--- src/rtl/audio_sched_pkg.sv ---
// Shared types and constants for the stereo channel scheduler.
package audio_sched_pkg;

   localparam int AUDIO_SAMPLE_WIDTH = 24;

   typedef enum logic [2:0] {
      ST_IDLE   = 3'd0,
      ST_SEND_L = 3'd1,
      ST_WAIT_L = 3'd2,
      ST_SEND_R = 3'd3,
      ST_WAIT_R = 3'd4,
      ST_OUTPUT = 3'd5
   } sched_state_t;

   typedef enum logic {
      CH_LEFT  = 1'b0,
      CH_RIGHT = 1'b1
   } channel_t;

endpackage

--- src/rtl/sched_watchdog.sv ---
// Per-channel watchdog: loadable cycle counter that flags expiry at TIMEOUT_CYCLES-1.
module sched_watchdog #(
   parameter int TIMEOUT_CYCLES = 256,
   parameter int COUNT_WIDTH    = (TIMEOUT_CYCLES > 1) ? $clog2(TIMEOUT_CYCLES) : 1
) (
   input  logic                   i_clock,
   input  logic                   i_reset,
   input  logic                   i_clear,
   input  logic                   i_load,
   input  logic [COUNT_WIDTH-1:0] i_load_value,
   input  logic                   i_enable,
   output logic                   o_expire
);

   localparam logic [COUNT_WIDTH-1:0] LAST = COUNT_WIDTH'(TIMEOUT_CYCLES - 1);

   logic [COUNT_WIDTH-1:0] count_q, count_d;

   // Parks at LAST so a stalled owner never sees the count wrap.
   always_comb begin
      count_d = count_q;
      if (i_clear) begin
         count_d = '0;
      end else if (i_load) begin
         count_d = i_load_value;
      end else if (i_enable && (count_q != LAST)) begin
         count_d = count_q + 1'b1;
      end
   end

   always_ff @(posedge i_clock or posedge i_reset) begin
      if (i_reset) begin
         count_q <= '0;
      end else begin
         count_q <= count_d;
      end
   end

   assign o_expire = (count_q == LAST);

endmodule

--- src/rtl/audio_channel_scheduler.sv ---
// Time-multiplexes one mono core between left and right channels of a stereo stream,
// with a per-channel watchdog and saturating overrun/timeout accounting.
module audio_channel_scheduler
   import audio_sched_pkg::*;
#(
   parameter int DATA_WIDTH     = AUDIO_SAMPLE_WIDTH,
   parameter int TIMEOUT_CYCLES = 256,
   parameter int CNT_WIDTH      = 8
) (
   input  logic                  i_clock,
   input  logic                  i_reset,
   input  logic                  i_data_valid,
   input  logic [DATA_WIDTH-1:0] i_data_left,
   input  logic [DATA_WIDTH-1:0] i_data_right,
   input  logic                  i_bypass,
   output logic                  o_core_valid,
   output logic [DATA_WIDTH-1:0] o_core_data,
   output logic                  o_core_channel,
   input  logic                  i_core_ready,
   input  logic                  i_core_result_valid,
   input  logic [DATA_WIDTH-1:0] i_core_result,
   output logic                  o_data_valid,
   output logic [DATA_WIDTH-1:0] o_data_left,
   output logic [DATA_WIDTH-1:0] o_data_right,
   output logic                  o_busy,
   output logic [CNT_WIDTH-1:0]  o_overrun_count,
   output logic [CNT_WIDTH-1:0]  o_timeout_count
);

   localparam int WD_WIDTH = (TIMEOUT_CYCLES > 1) ? $clog2(TIMEOUT_CYCLES) : 1;

   sched_state_t          state_q, state_d;
   logic [DATA_WIDTH-1:0] lat_left_q, lat_left_d, lat_right_q, lat_right_d;
   logic [DATA_WIDTH-1:0] res_left_q, res_left_d, res_right_q, res_right_d;
   logic [DATA_WIDTH-1:0] out_left_q, out_left_d, out_right_q, out_right_d;
   logic [CNT_WIDTH-1:0]  overrun_q, overrun_d, timeout_q, timeout_d;
   logic                  in_channel, accept, handshake, timed_out, timeout_event;
   logic                  wd_expire, wd_clear, wd_load;
   channel_t              core_channel;

   assign in_channel = (state_q == ST_SEND_L) || (state_q == ST_WAIT_L) ||
                       (state_q == ST_SEND_R) || (state_q == ST_WAIT_R);
   assign accept     = i_data_valid && ((state_q == ST_IDLE) || (state_q == ST_OUTPUT));
   assign handshake  = o_core_valid && i_core_ready;
   assign timed_out  = in_channel && wd_expire;

   always_comb begin
      state_d       = state_q;
      lat_left_d    = lat_left_q;
      lat_right_d   = lat_right_q;
      res_left_d    = res_left_q;
      res_right_d   = res_right_q;
      out_left_d    = out_left_q;
      out_right_d   = out_right_q;
      overrun_d     = overrun_q;
      timeout_d     = timeout_q;
      timeout_event = 1'b0;

      // In WAIT_x a result in the expiry cycle wins over the watchdog.
      case (state_q)
         ST_IDLE, ST_OUTPUT: begin
            state_d = ST_IDLE;
            if (accept) begin
               lat_left_d  = i_data_left;
               lat_right_d = i_data_right;
               if (i_bypass) begin
                  res_left_d  = i_data_left;
                  res_right_d = i_data_right;
                  state_d     = ST_OUTPUT;
               end else begin
                  state_d = ST_SEND_L;
               end
            end
         end
         ST_SEND_L: begin
            if (timed_out) begin
               res_left_d    = lat_left_q;
               timeout_event = 1'b1;
               state_d       = ST_SEND_R;
            end else if (handshake) begin
               state_d = ST_WAIT_L;
            end
         end
         ST_WAIT_L: begin
            if (i_core_result_valid) begin
               res_left_d = i_core_result;
               state_d    = ST_SEND_R;
            end else if (timed_out) begin
               res_left_d    = lat_left_q;
               timeout_event = 1'b1;
               state_d       = ST_SEND_R;
            end
         end
         ST_SEND_R: begin
            if (timed_out) begin
               res_right_d   = lat_right_q;
               timeout_event = 1'b1;
               state_d       = ST_OUTPUT;
            end else if (handshake) begin
               state_d = ST_WAIT_R;
            end
         end
         ST_WAIT_R: begin
            if (i_core_result_valid) begin
               res_right_d = i_core_result;
               state_d     = ST_OUTPUT;
            end else if (timed_out) begin
               res_right_d   = lat_right_q;
               timeout_event = 1'b1;
               state_d       = ST_OUTPUT;
            end
         end
         default: state_d = ST_IDLE;
      endcase

      if (i_data_valid && in_channel && (overrun_q != '1)) begin
         overrun_d = overrun_q + 1'b1;
      end
      if (timeout_event && (timeout_q != '1)) begin
         timeout_d = timeout_q + 1'b1;
      end
      if (state_d == ST_OUTPUT) begin
         out_left_d  = res_left_d;
         out_right_d = res_right_d;
      end

      wd_load  = ((state_d == ST_SEND_L) && (state_q != ST_SEND_L)) ||
                 ((state_d == ST_SEND_R) && (state_q != ST_SEND_R));
      wd_clear = !((state_d == ST_SEND_L) || (state_d == ST_WAIT_L) ||
                   (state_d == ST_SEND_R) || (state_d == ST_WAIT_R));
   end

   always_comb begin
      o_core_valid = 1'b0;
      o_core_data  = '0;
      core_channel = CH_LEFT;
      case (state_q)
         ST_SEND_L: begin
            o_core_valid = 1'b1;
            o_core_data  = lat_left_q;
         end
         ST_SEND_R: begin
            o_core_valid = 1'b1;
            o_core_data  = lat_right_q;
            core_channel = CH_RIGHT;
         end
         default: ;
      endcase
   end

   always_ff @(posedge i_clock or posedge i_reset) begin
      if (i_reset) begin
         state_q     <= ST_IDLE;
         lat_left_q  <= '0;
         lat_right_q <= '0;
         res_left_q  <= '0;
         res_right_q <= '0;
         out_left_q  <= '0;
         out_right_q <= '0;
         overrun_q   <= '0;
         timeout_q   <= '0;
      end else begin
         state_q     <= state_d;
         lat_left_q  <= lat_left_d;
         lat_right_q <= lat_right_d;
         res_left_q  <= res_left_d;
         res_right_q <= res_right_d;
         out_left_q  <= out_left_d;
         out_right_q <= out_right_d;
         overrun_q   <= overrun_d;
         timeout_q   <= timeout_d;
      end
   end

   sched_watchdog #(
      .TIMEOUT_CYCLES (TIMEOUT_CYCLES),
      .COUNT_WIDTH    (WD_WIDTH)
   ) u_watchdog (
      .i_clock      (i_clock),
      .i_reset      (i_reset),
      .i_clear      (wd_clear),
      .i_load       (wd_load),
      .i_load_value ('0),
      .i_enable     (in_channel),
      .o_expire     (wd_expire)
   );

   assign o_core_channel  = core_channel;
   assign o_data_valid    = (state_q == ST_OUTPUT);
   assign o_busy          = (state_q != ST_IDLE);
   assign o_data_left     = out_left_q;
   assign o_data_right    = out_right_q;
   assign o_overrun_count = overrun_q;
   assign o_timeout_count = timeout_q;

endmodule

--- config.mk ---
export PLATFORM = sky130hd
export DESIGN_NAME = audio_channel_scheduler
export DESIGN_NICKNAME = d
export VERILOG_FILES = /design/src/rtl/audio_sched_pkg.sv /design/src/rtl/sched_watchdog.sv /design/src/rtl/audio_channel_scheduler.sv
export SDC_FILE = /design/constraint.sdc
export NUM_CORES = 1
export LEC_CHECK = 0
export BUFFER_PORTS_ARGS = -buffer_cell sky130_fd_sc_hd__buf_2
export CORE_UTILIZATION = 50
export DETAILED_ROUTE_END_ITERATION = 10
export GPL_TIMING_DRIVEN = 0
export PLACE_DENSITY = 0.74
export SYNTH_ARGS = -nofsm -noshare
export SYNTH_HDL_FRONTEND = slang
export SYNTH_SLANG_ARGS = --single-unit
--- constraint.sdc ---
create_clock -name i_clock -period 8 [get_ports i_clock]
set_clock_uncertainty 0.1 [all_clocks]
set_input_delay 2.4 -clock i_clock [delete_from_list [all_inputs] [get_ports i_clock]]
set_output_delay 2.4 -clock i_clock [all_outputs]
set_load 0.01 [all_outputs]
; Yosys cells after proc, flatten, opt, wreduce, memory -nomap -nowiden
; Cells that the tools add are included.
[word_totals]
in_bits = 78
output_inout_bits = 92
word_cells = 83
ff_bits = 171
[op_classes]
n_addsub = 3
muxes = 30
n_eq_ne = 17
n_reduce_logical = 23
[ops]
columns = op, count
row1 = $mux 24, 8
row2 = $pmux 24 s3, 2
row3 = $pmux 24 s2, 1
row4 = $mux 3, 10
row5 = $add 8x1->8 const B, 3
row6 = $mux 8, 3
row7 = $ne 8x8->1 const B, 3
row8 = $pmux 3 s5, 1
row9 = $eq 3x2->1 const B, 4
row10 = $eq 3x3->1 const B, 4
row11 = $logic_and 1x1->1, 9
row12 = $eq 8x8->1 const B, 1
row13 = $logic_or 1x1->1, 8
row14 = $eq 3x1->1 const B, 2
row15 = $ne 3x1->1 const B, 2
row16 = $reduce_or 2->1, 3
row17 = $mux 1, 4
row18 = $logic_not 3->1, 1
row19 = $ne 3x2->1 const B, 1
row20 = $reduce_bool 3->1, 1
row21 = $pmux 1 s2, 1
row22 = $reduce_and 2->1, 1

; Longest topological paths before layout
[logic_depth]
depth_word = 13
ltp_mapped = 10
ltp_nobuf = 7

; Cells and area by module
; From an unflattened synthesis, not the netlist that was laid out.
[hier_totals]
cells_unflattened = 1078
hier_area_um2 = 10527.6
[modules_own_cells]
columns = module, area_each_um2, cells_per_inst, seq_area_each_um2, n_inst
row1 = audio_channel_scheduler, 10033.4, 1019, 4078.9, 1
row2 = sched_watchdog, 494.2, 59, 200.2, 1

; Worst setup path after synthesis
; Ideal clock, no wire load.
[synth_timing]
path_type = register to output
from = register state_q[1]
to = output o_core_data[10]
n_path_buf = 4
stages_incl_launch_ff = 7
arrival_time_ns = 1.508
slack_ns = 3.992
t_required_ns = 5.500
path_cell_list = dfrtp_1 > buf_4 > buf_2 > buf_2 > buf_2 > mux2i_1 > nor2_1
[synth_between]
elab_chain_cells = 2
elab_cells_between_ends = 3
classes_between = 2 x eq/ne / 1 x mux
[synth_lines]
columns = element, line_no
row1 = start: declaration, audio_channel_scheduler.sv:32  ; sched_state_t state_q, state_d;
row2 = start signal: assignment, audio_channel_scheduler.sv:163  ; state_q <= state_d;
row3 = $eq 3x2->1 or $eq 3x1->1 (tied branches), audio_channel_scheduler.sv:137  ; case (state_q)
row4 = $pmux 24 s2 *, audio_channel_scheduler.sv:137
row5 = end: declaration, audio_channel_scheduler.sv:17  ; output logic [DATA_WIDTH-1:0] o_core_data,
; Every way passes the cells marked *; elsewhere a longest branch is shown, timed or not.

; Worst setup path in the final report
[layout_timing]
from = register state_q[1]
to = output o_core_data[20]
; Same word-level chain as after synthesis.

==> results.yml <==
synthesis:
  synthTopCellsByArea: "sky130_fd_sc_hd__dfrtp_1 (48%), sky130_fd_sc_hd__mux2_2 (7.2%), sky130_fd_sc_hd__mux2i_1 (5.3%)"
  synth-async-reset-ratio: 1.00
  synth_enable_flop_cells: 0
  total_of_flip_flops_plus_latches_after_synthesis: 171
  synth_area_per_cell_um2: 11.1
  synth_common_cells: "sky130_fd_sc_hd__dfrtp_1 (171), sky130_fd_sc_hd__mux2_2 (57), sky130_fd_sc_hd__a21oi_1 (54), sky130_fd_sc_hd__mux2i_1 (47), sky130_fd_sc_hd__nor2_1 (38)"
  postSynth.topFlopCell: "sky130_fd_sc_hd__dfrtp_1"
  synth.largest_area_cell: "sky130_fd_sc_hd__dfrtp_1"
  synth.net_count: 887
  synth-seq-area-share: 0.480
  synth_most_common_cell: "sky130_fd_sc_hd__dfrtp_1"
  synth.cell_area_um2: 8920
  synth_largest_type_area_fraction: 0.480
  synthesis.instances: 806
  yosys_warnings: 0
  synth.distinct_cells: 60
timing:
  hold_viol_final: 0
  fmax_mhz: 201
  grt_setup_unrepaired: "false"
  final_max_slew_viol_count: 0
  fin_setup_tns_ns: 0
  period_minus_slack_ns: 4.98
  timing.final.crit_share: 0.623
  maxSlewHeadroom: 0.487
  worst-slew-pin-transition_ns: 0.767
  setup-violations-final: 0
final_layout:
  final_core_utilization: 0.615
  fin_cells: 1231
  layout.filler_cells: 1510
  layout-area-overhead-vs-synth_pct: 19.7
  finish.instance_area_um2: 10700
  drive_gt1_frac: 0.303
  num_antenna_cells: 0
  layout.nets: 1076
clocking:
  cts_sinks: 171
  ctsHtreeMaxLevel: 4
  clk_pin_slew_worst_paths_ns: 0.06
  clk-insertion-delay-late_ns: 0.43
  cts_root_buffer: "sky130_fd_sc_hd__clkbuf_16"
  clock_tree.buffer_depth: 2
  cts_resized: 0
  cts_tree: "built"
  postCtsSetupRepairBufs: 0
  cts_buffers: 17
  cts.hold.buffers_added: 0
worst_setup_path:
  cp_top_family: "buffers and inverters"
  r2r_start: "u_watchdog.count_q[0]$_DFFE_PP0P_"
  critPathCaptureType: "output pin"
  cp.arrival_ns: 2.48
  worst_ep_required_ns: 5.50
  worst_r2r_path_depth: 7
  crit_path_frequent_cell: "sky130_fd_sc_hd__buf_2"
  r2r_setup_slack_ns: 5.08
  timing.critical_path.cells: "buf_4 > buf_2 > buf_2 > buf_2 > mux2i_1 > nor2_1 > buf_2"
  max_stage_delay_ns: 0.39
  critical-path-slowest-cell: "sky130_fd_sc_hd__buf_2"
  setup.worst_path.class: "register to output pin"
  timing.critical_path.from_type: "register"
  crit_path_max_fanout: 10
  buffers_plus_inverters_on_the_worst_setup_path: 5
  regToRegEndpoint: "res_left_q[14]$_DFF_PP0_"
floorplanning:
  ioPinCount: 170
  chipHeight_um: 136
  coreArea_um2: 17400
  floorplan.die.width_um: 136
  start_util: 0.514
  placementRows: 48
  floorplan.die_area_um2: 18400
drt:
  highest-signal-layer: "met4"
  route.detailed.vias_per_inst: 6.10
  drtIter0Drc: 879
  detail_route.first_pass.iterations: 8
  routed-via-count: 7511
  ant_nets: 0
  wl_met2_um: 11700
  met1Wirelength_um: 11400
  wl_met3_um: 1940
  drc: 0
  detail_route.wirelength_um: 25700
  avg_wl_per_cell_um: 20.9
job:
  cap_viol_max_count: 0
worst_hold_path:
  worstHoldStart: "res_right_q[10]$_DFF_PP0_"
  min_delay_worst_endpoint: "res_right_q[10]$_DFF_PP0_"
  timing.hold.worst_path_depth: 1
  timing.hold.worst.class: "register to register"
grt:
  overflow: 0
  global_route.usage.total: 0.286
  wire_length_of_the_first_global_routing_pass_um: 39600
  antenna_found_initial: 0
  first_global_vias: 7103
  grt_start_max_net_pins: 133
run_status:
  outcome: "finished, final reports clean"
placement:
  detailed_place.area_um2: 10100
  place.detailed.hpwl_um: 18400
  place.gp.congestion: 0.875
  placedCellCount: 1201
  port_buffers: 169
power_and_ir_drop:
  vdd_drop_max_mv: 0.241
  p_leak_nw: 5.01
  power.density_nw_per_um2: 388
-- worst register-to-register path, stage by stage, from the launching register on --
cell                       delay, ns
sky130_fd_sc_hd__dfrtp_1        0.41
sky130_fd_sc_hd__ha_1           0.28
sky130_fd_sc_hd__nand4_4        0.19
sky130_fd_sc_hd__nor4_4         0.55
sky130_fd_sc_hd__nor3_2         0.17
sky130_fd_sc_hd__buf_2          0.25
sky130_fd_sc_hd__a222oi_1       0.65
sky130_fd_sc_hd__o31ai_1        0.17
-- kinds of logic (layout without fill, tap and decap cells) --
logic type,count (synthesis),in the layout,synth area share
AOI/OAI and AO/OA,240,240,0.188
xor gates and xnor gates,21,21,0.0206
adders and majority gates,4,4,0.00547
buffers and inverters,69,269,0.0391
DFF,171,171,0.480
muxes,122,122,0.147
and+or+nand+nor,179,179,0.119
-- where the power goes --
part	total (W)	internal [W]	leakage, nW	switching, W
combinational	0.00179	0.000760	2.62	0.00103
sequential	0.00150	0.00124	2.11	0.000262
clock	0.000849	0.000510	0.292	0.000338
total	0.00414	0.00251	5.01	0.00163
-- worst max path at each step --
stage                                    start  cells past startpoint                     endpoint  slack (ns)
after floorplan                        i_reset                      1    lat_left_q[0]$_DFFE_PP0P_        0.87
final                     state_q[1]$_DFF_PP0_                      7              o_core_data[20]        3.02
after CTS                 state_q[1]$_DFF_PP0_                      7              o_core_data[20]        3.01
after global routing      state_q[1]$_DFF_PP0_                      7              o_core_data[19]        2.91
after detailed placement   i_core_result_valid                      7      res_left_q[8]$_DFF_PP0_        3.25
after global placement                 i_reset                      2  o_data_left[18]$_DFFE_PP0N_       -1.13
-- sequential cells by signal, indices dropped and copies added (netlist names) --
register,count
state_q,3
o_timeout_count,8
o_overrun_count,8
res_left_q,24
o_data_left,24
o_data_right,24
lat_right_q,24
lat_left_q,24
u_watchdog.count_q,8
res_right_q,24
-- layer usage --
layer	GRT usage	vias to the layer above
met1	0.405	3724
met3	0.0591	39
met2	0.432	345
met4	0.103	0
li1	-	3403
met5	0	-
-- stage by stage --
| stage | setup WS, ns | hold slack [ns] | power (W) |
|---|---|---|---|
| 3_3_place_gp | -1.13 | 0.358 | 0.00322 |
| 3_5_place_dp | 3.25 | 0.365 | 0.00328 |
| 4_1_cts | 3.01 | 0.379 | 0.00413 |
| 6_report | 3.02 | 0.377 | 0.00414 |
| 2_1_floorplan | 0.868 | 0.349 | 0.00268 |
| 5_1_grt | 2.91 | 0.384 | 0.00438 |
-- area by class of cell --
class / count / area (um^2) / area share
multi-input cells: 566 / 4290 / 0.402
flip-flops and latches: 171 / 4280 / 0.401
repair buffers: 170 / 873 / 0.0818
clock buffers: 22 / 474 / 0.0444
plain buffers: 61 / 317 / 0.0297
well taps: 225 / 282 / 0.0264
clock inverters: 8 / 118 / 0.0110
inverters: 8 / 40.0 / 0.00375
-- layout by cell type (no fill, tap or decap), types with 3 or more instances in the layout --
cell type,Yosys,layout
sky130_fd_sc_hd__xnor2_1,13,13
sky130_fd_sc_hd__dfrtp_1,171,171
sky130_fd_sc_hd__xor2_1,8,8
sky130_fd_sc_hd__o21ai_0,3,3
sky130_fd_sc_hd__clkbuf_16,0,17
sky130_fd_sc_hd__a222oi_1,24,24
sky130_fd_sc_hd__mux2_1,18,18
sky130_fd_sc_hd__mux2i_1,47,47
sky130_fd_sc_hd__buf_2,19,188
sky130_fd_sc_hd__nand2_1,19,19
sky130_fd_sc_hd__o21ai_1,24,24
sky130_fd_sc_hd__a31oi_1,25,25
sky130_fd_sc_hd__nor2b_1,26,26
sky130_fd_sc_hd__a211oi_1,24,24
sky130_fd_sc_hd__a21o_1,23,23
sky130_fd_sc_hd__o31ai_1,23,23
sky130_fd_sc_hd__inv_1,5,4
sky130_fd_sc_hd__clkbuf_8,0,3
sky130_fd_sc_hd__clkbuf_1,30,32
sky130_fd_sc_hd__a21oi_1,54,54
sky130_fd_sc_hd__and2_1,24,24
sky130_fd_sc_hd__ha_1,3,3
sky130_fd_sc_hd__buf_4,7,7
sky130_fd_sc_hd__o211ai_1,4,4
sky130_fd_sc_hd__mux2_2,57,57
sky130_fd_sc_hd__and3_1,4,4
sky130_fd_sc_hd__nor3_1,7,7
sky130_fd_sc_hd__bufinv_16,0,3
sky130_fd_sc_hd__clkinv_2,0,4
sky130_fd_sc_hd__buf_6,5,5
sky130_fd_sc_hd__a22oi_1,23,23
sky130_fd_sc_hd__nor2_1,38,38
sky130_fd_sc_hd__nand4_1,9,9
sky130_fd_sc_hd__nand3_1,9,9
sky130_fd_sc_hd__nand2b_1,25,25
No activity file was read; power rests on OpenSTA's default activity.
